**config.mk**
```make
export PLATFORM = sky130hd
export DESIGN_NAME = hex_display_scanner_flat
export DESIGN_NICKNAME = d
export VERILOG_FILES = /design/src/rtl/hex_display_scanner_if.sv /design/src/rtl/hex_display_scanner.sv /design/src/flat_wrapper.sv
export SDC_FILE = /design/constraint.sdc
export NUM_CORES = 1
export LEC_CHECK = 0
export CAP_MARGIN = 20
export CORE_AREA = 3 3 97 99
export CTS_BUF_LIST = sky130_fd_sc_hd__clkbuf_4
export DETAILED_ROUTE_END_ITERATION = 12
export DIE_AREA = 0 0 100 102
export MAX_ROUTING_LAYER = met4
export PLACE_DENSITY = 0.48
export RECOVER_POWER = 50
export SLEW_MARGIN = 20
export SYNTH_ARGS = -nofsm -noshare
export SYNTH_HDL_FRONTEND = slang
export SYNTH_SLANG_ARGS = --single-unit
```
**constraint.sdc**
```tcl
create_clock -name clk -period 1.8 [get_ports clk]
set_input_delay 0.27 -clock clk [delete_from_list [all_inputs] [get_ports clk]]
set_output_delay 0.27 -clock clk [all_outputs]
set_load 0.005 [all_outputs]
```
**src/rtl/hex_display_scanner_if.sv**
```systemverilog
// Scanner port bundle: display value/control inputs and per-digit scan outputs.
// Pure wiring; no latency of its own.
// No backpressure: load is a strobe accepted on any cycle.
interface hex_display_scanner_if #(
  parameter int NUM_DIGITS = 4
);
  logic                      load;
  logic [4*NUM_DIGITS-1:0]   value;
  logic                      blank_lz;
  logic                      enable;
  logic [3:0]                digit_val;
  logic [NUM_DIGITS-1:0]     digit_sel;
  logic                      digit_blank;
  logic                      frame_done;

  // Source of the value/controls; consumer of the scan outputs.
  modport master (
    output load, value, blank_lz, enable,
    input  digit_val, digit_sel, digit_blank, frame_done
  );

  // The scanner itself.
  modport slave (
    input  load, value, blank_lz, enable,
    output digit_val, digit_sel, digit_blank, frame_done
  );
endinterface

```
**src/rtl/hex_display_scanner.sv**
```systemverilog
// Time-multiplexed seven-segment scan driver with frame-aligned, tear-free value updates.
// Outputs registered, one cycle behind scan state; a load shows from the first digit-0 slot after the next wrap.
// No backpressure: load is always accepted, a later load before commit overwrites the pending value.
module hex_display_scanner #(
  parameter int NUM_DIGITS  = 4,
  parameter int REFRESH_DIV = 50000
) (
  input  logic                   clk,
  input  logic                   rst_n,
  hex_display_scanner_if.slave   bus
);

  localparam int PW = (REFRESH_DIV > 1) ? $clog2(REFRESH_DIV) : 1;
  localparam int IW = $clog2(NUM_DIGITS);
  localparam int VW = 4 * NUM_DIGITS;

  logic [PW-1:0]         pcnt;
  logic [IW-1:0]         idx;
  logic [VW-1:0]         disp;
  logic [VW-1:0]         pend;
  logic                  pflag;

  logic                  pcnt_last;
  logic                  idx_last;
  logic                  wrap;
  logic                  commit;
  logic [VW-1:0]         disp_sh;
  logic                  dark;
  logic [NUM_DIGITS-1:0] sel_on;

  // Scan position decode, commit condition and the current slot's appearance.
  always_comb begin
    pcnt_last = (pcnt == PW'(REFRESH_DIV - 1));
    idx_last  = (idx == IW'(NUM_DIGITS - 1));
    wrap      = bus.enable && pcnt_last && idx_last;
    commit    = !bus.enable || wrap;
    // Nibble idx lands in [3:0]; everything above it is the more significant digits,
    // so a zero result means this digit and all higher ones are zero.
    disp_sh   = disp >> {idx, 2'b00};
    dark      = !bus.enable || (bus.blank_lz && (idx != '0) && (disp_sh == '0));
    sel_on    = ~({{(NUM_DIGITS-1){1'b0}}, 1'b1} << idx);
  end

  // Prescaler and digit index; held at digit 0 while scanning is off.
  always_ff @(posedge clk or negedge rst_n) begin
    if (!rst_n) begin
      pcnt <= '0;
      idx  <= '0;
    end else if (!bus.enable) begin
      pcnt <= '0;
      idx  <= '0;
    end else if (pcnt_last) begin
      pcnt <= '0;
      idx  <= idx_last ? '0 : idx + IW'(1);
    end else begin
      pcnt <= pcnt + PW'(1);
    end
  end

  // Pending capture and frame-boundary commit; a load on the commit edge goes straight to disp.
  always_ff @(posedge clk or negedge rst_n) begin
    if (!rst_n) begin
      disp  <= '0;
      pend  <= '0;
      pflag <= 1'b0;
    end else begin
      if (bus.load) pend <= bus.value;
      if (commit) begin
        if (bus.load)  disp <= bus.value;
        else if (pflag) disp <= pend;
        pflag <= 1'b0;
      end else if (bus.load) begin
        pflag <= 1'b1;
      end
    end
  end

  // Registered outputs derived from the pre-edge scan state.
  always_ff @(posedge clk or negedge rst_n) begin
    if (!rst_n) begin
      bus.digit_val   <= 4'h0;
      bus.digit_sel   <= '1;
      bus.digit_blank <= 1'b1;
      bus.frame_done  <= 1'b0;
    end else begin
      bus.digit_val  <= disp_sh[3:0];
      bus.frame_done <= wrap;
      if (dark) begin
        bus.digit_sel   <= '1;
        bus.digit_blank <= 1'b1;
      end else begin
        bus.digit_sel   <= sel_on;
        bus.digit_blank <= 1'b0;
      end
    end
  end

endmodule

```
**src/flat_wrapper.sv**
```systemverilog
// flat-port wrapper written by rule: the top's interface ports become plain ports
module hex_display_scanner_flat 
#(
  parameter int NUM_DIGITS  = 4,
  parameter int REFRESH_DIV = 50000
)
  (clk, rst_n, bus_load, bus_value, bus_blank_lz, bus_enable, bus_digit_val, bus_digit_sel, bus_digit_blank, bus_frame_done);
  hex_display_scanner_if #(.NUM_DIGITS(NUM_DIGITS)) bus_i ();
  input  logic clk;
  input  logic rst_n;
  input wire logic [$bits(bus_i.load)-1:0] bus_load;
  input wire logic [$bits(bus_i.value)-1:0] bus_value;
  input wire logic [$bits(bus_i.blank_lz)-1:0] bus_blank_lz;
  input wire logic [$bits(bus_i.enable)-1:0] bus_enable;
  output wire logic [$bits(bus_i.digit_val)-1:0] bus_digit_val;
  output wire logic [$bits(bus_i.digit_sel)-1:0] bus_digit_sel;
  output wire logic [$bits(bus_i.digit_blank)-1:0] bus_digit_blank;
  output wire logic [$bits(bus_i.frame_done)-1:0] bus_frame_done;
  assign bus_i.load = bus_load;
  assign bus_i.value = bus_value;
  assign bus_i.blank_lz = bus_blank_lz;
  assign bus_i.enable = bus_enable;
  assign bus_digit_val = bus_i.digit_val;
  assign bus_digit_sel = bus_i.digit_sel;
  assign bus_digit_blank = bus_i.digit_blank;
  assign bus_frame_done = bus_i.frame_done;
  hex_display_scanner #(.NUM_DIGITS(NUM_DIGITS), .REFRESH_DIV(REFRESH_DIV)) u_core (.clk(clk), .rst_n(rst_n), .bus(bus_i));
endmodule
```
==> out/results.ini <==
[outcome]
status = complete, but fails checks
violations = negative setup slack

[floorplan]
rows = 34
dieArea_sq_um = 10200
die_y_um = 102
start_util_pct = 30.4
die_x_um = 100
coreArea_sq_um = 8640
io_pins = 31

[yosys]
async_reset_ff_share_pct = 100
synth_compound_gate_area_share_pct = 3.24
synth_flop_cell = dfrtp_1
yosys.area_share.adder_pct = 2.38
muxShareOfSynthArea_pct = 17.7
synth-seq-area-share_pct = 58.4
synth.area.top_cells = dfrtp_1, mux2_2, dfstp_2, xnor2_1, nor2_1
synthCells = 197
ys_types = 37
synthXorXnorAreaFrac_pct = 4.00
yosysTopAreaCell = dfrtp_1
synth_edf_count = 0
synth-seq-cells = 61
yosysWarnings = 0
synthSimpleGateAreaFrac_pct = 11.8
synth_top_family_by_area = multiplexers
synth.avg_cell_area_sq_um = 13.3
netlist.area_leader.share_pct = 53.4
syn_area_sq_um = 2630
synth_fp_nets = 223

[clock_tree]
clkTransAtPathRegs_ns = 0.12
clkSinkCount = 61
cts_tree = done
htree_levels = 3
root_buffer = clkbuf_4
clockBufferDepth = 2
numCtsBuffers = 9
clock_latency_ns = 0.40

[placed_design]
globalplace.congestion = 0.811
placed_area_sq_um = 3310
hpwl_mm = 3.85
portBuffers = 30

[power_and_ir_drop]
swShare_pct = 23.7
p_leak_nw = 1.50
p_seq_share_pct = 51.1
share_comb_of_total_power_pct = 14.0
total_power_mw = 3.09
p_switching_uw = 733
p_clk_share_pct = 35.0
ir_worst_vdd_uv = 387
p_int_mw = 2.36
p_per_area_nw_per_um2 = 860

[worst_setup_path]
r2r_start = u_core.pcnt[10]
timing.rr.end = u_core.disp[14]
reg2reg_depth = 6
cp-end-kind = flop
cp-startpoint = u_core.pcnt[10]
start_kind = flop
critical_path_peak_fanout = 16
worst-r2r-setup-slack_ns = -0.06
critPathKind = flop to flop
critPathRequiredTime_ns = 2.07
arrival_ns = 2.13

[timing]
worstMarginPinSlew_ns = 0.847
finalCritPeriodShare_pct = 103
max_slew_margin_pct = 43.5
layout_setup_ws_ns = -0.0559
slew_viol_final = 0
fmax_ghz = 0.539
setup_viol = 17
finalClockSkew_ns = 0.0253
hold-worst-slack_ns = 0.511
rsz0062_at_grt = true
final-hold-violation-count = 0
post-route-min-period_ns = 1.86

[run]
maxCapViolations = 0

[detailed_routing]
wl_mm = 5.50
avgRoutedWirePerCell_um = 14.2
antenna_left = 0
avgViaCountPerCell = 4.61
vias = 1778
remaining_drc_errors = 0
drtPass1Iterations = 4
first_iter_violations = 39

[global_routing]
grt_pass1_vias = 1884
grt_max_degree = 62
grt_pass1_wl_mm = 9.29
antenna_found_initial = 0
grt.total_usage_pct = 12.3
grt_overflow = 0

[final_layout]
diodes = 0
most-common-layout-cells = dfrtp_1, buf_4, clkdlybuf4s50_1, mux2_2, nor2_1
mostFrequentLayoutCell = dfrtp_1
nets = 299
finish.utilization_pct = 41.7
drive_above_1_share_pct = 40.3
area_growth_pct = 37.0
fin_area_sq_um = 3600

[worst_hold_path]
hold_start = bus_value[5]
holdPathStages = 2
worstHoldPathType = primary input to flop
holdPathEnd = u_core.pend[5]

[stage by stage]
step,TNS [ns],worst slack [ns],instances
after floorplan,0,0.00311,197
after global placement,-1.86,-0.106,362
after detailed placement,-1.29,-0.115,362
after CTS,-0.894,-0.0758,382
after global routing,-1.85,-0.123,386
final,-0.549,-0.0559,386
[final cells by class]
| class | count | area, sq um |
|---|---|---|
| fillers | 838 | 5040 |
| flip-flops and latches | 61 | 1540 |
| multi-input cells | 124 | 1100 |
| repair buffers | 72 | 642 |
| well taps | 108 | 135 |
| clock inverters | 6 | 87.6 |
| clock buffers | 10 | 75.1 |
| inverters | 5 | 18.8 |
[how the worst max path moves through the flow]
stage	endpoint	slack (ns)	cells after the start
floorplan	u_core.disp[0]	0.003	5
global placement	u_core.disp[8]	-0.11	6
detailed placement	u_core.bus.digit_sel[1]	-0.11	3
CTS	u_core.bus.digit_sel[1]	-0.08	3
global route	u_core.disp[7]	-0.12	6
finish	u_core.disp[14]	-0.06	6
[registers in the layout, summed over array words and instances (netlist names)]
signal	count
u_core.disp	16
u_core.pcnt	16
u_core.pend	16
u_core.bus.digit_sel	4
u_core.bus.digit_val	4
u_core.idx	2
u_core.bus.digit_blank	1
u_core.bus.frame_done	1
u_core.pflag	1
[kinds of logic after synthesis]
| group | after synthesis |
|---|---|
| fa+ha+maj | 5 |
| buf+inv | 12 |
| mux | 37 |
| simple gates | 57 |
| compound gates | 13 |
| xor+xnor | 12 |
| flops | 61 |
[power groups by stage]
stage | Sequential [mW] | Clock [mW] | Combinational [mW]
5_1_grt | 1.60 | 1.18 | 0.473
6_report | 1.58 | 1.08 | 0.432
3_5_place_dp | 1.61 | 0 | 0.403
3_3_place_gp | 1.61 | 0 | 0.399
4_1_cts | 1.58 | 1.12 | 0.432
2_1_floorplan | 1.58 | 0 | 0.185
[critical path, cell delays in order (launching register included)]
cell	delay, ns
dfrtp_1	0.42
nor4_2	0.30
buf_4	0.17
nand4_1	0.14
a21oi_4	0.19
buf_12	0.17
mux2_2	0.34
[synthesized netlist by cell type (4+ instances only)]
cell     instances
xnor2_1         11
nor4_1           6
dfstp_2          5
nand2_1          8
ha_1             5
nor2_1          19
inv_1            5
nand3_1          4
nand4_1          4
dfrtp_1         56
mux2_2          32
[repair_timing]
item | CTS | global route
setup endpoints to repair | 20 | 24
pin swaps | 2 | 4
hold buffers | 1 | 0
gates resized for setup | 6 | 12
buffers inserted | 3 | 4
hold endpoints to repair | 56 | 0
[metal layers]
layer / vias to the layer above / GRT usage, % / routed length (um)
met5: - / - / 0
met2: 26 / 20.0 / 2770
met4: 0 / 4.04 / 29
li1: 850 / - / -
met1: 900 / 14.6 / 2540
met3: 2 / 3.69 / 161
Power figures use the tool's default switching activity.
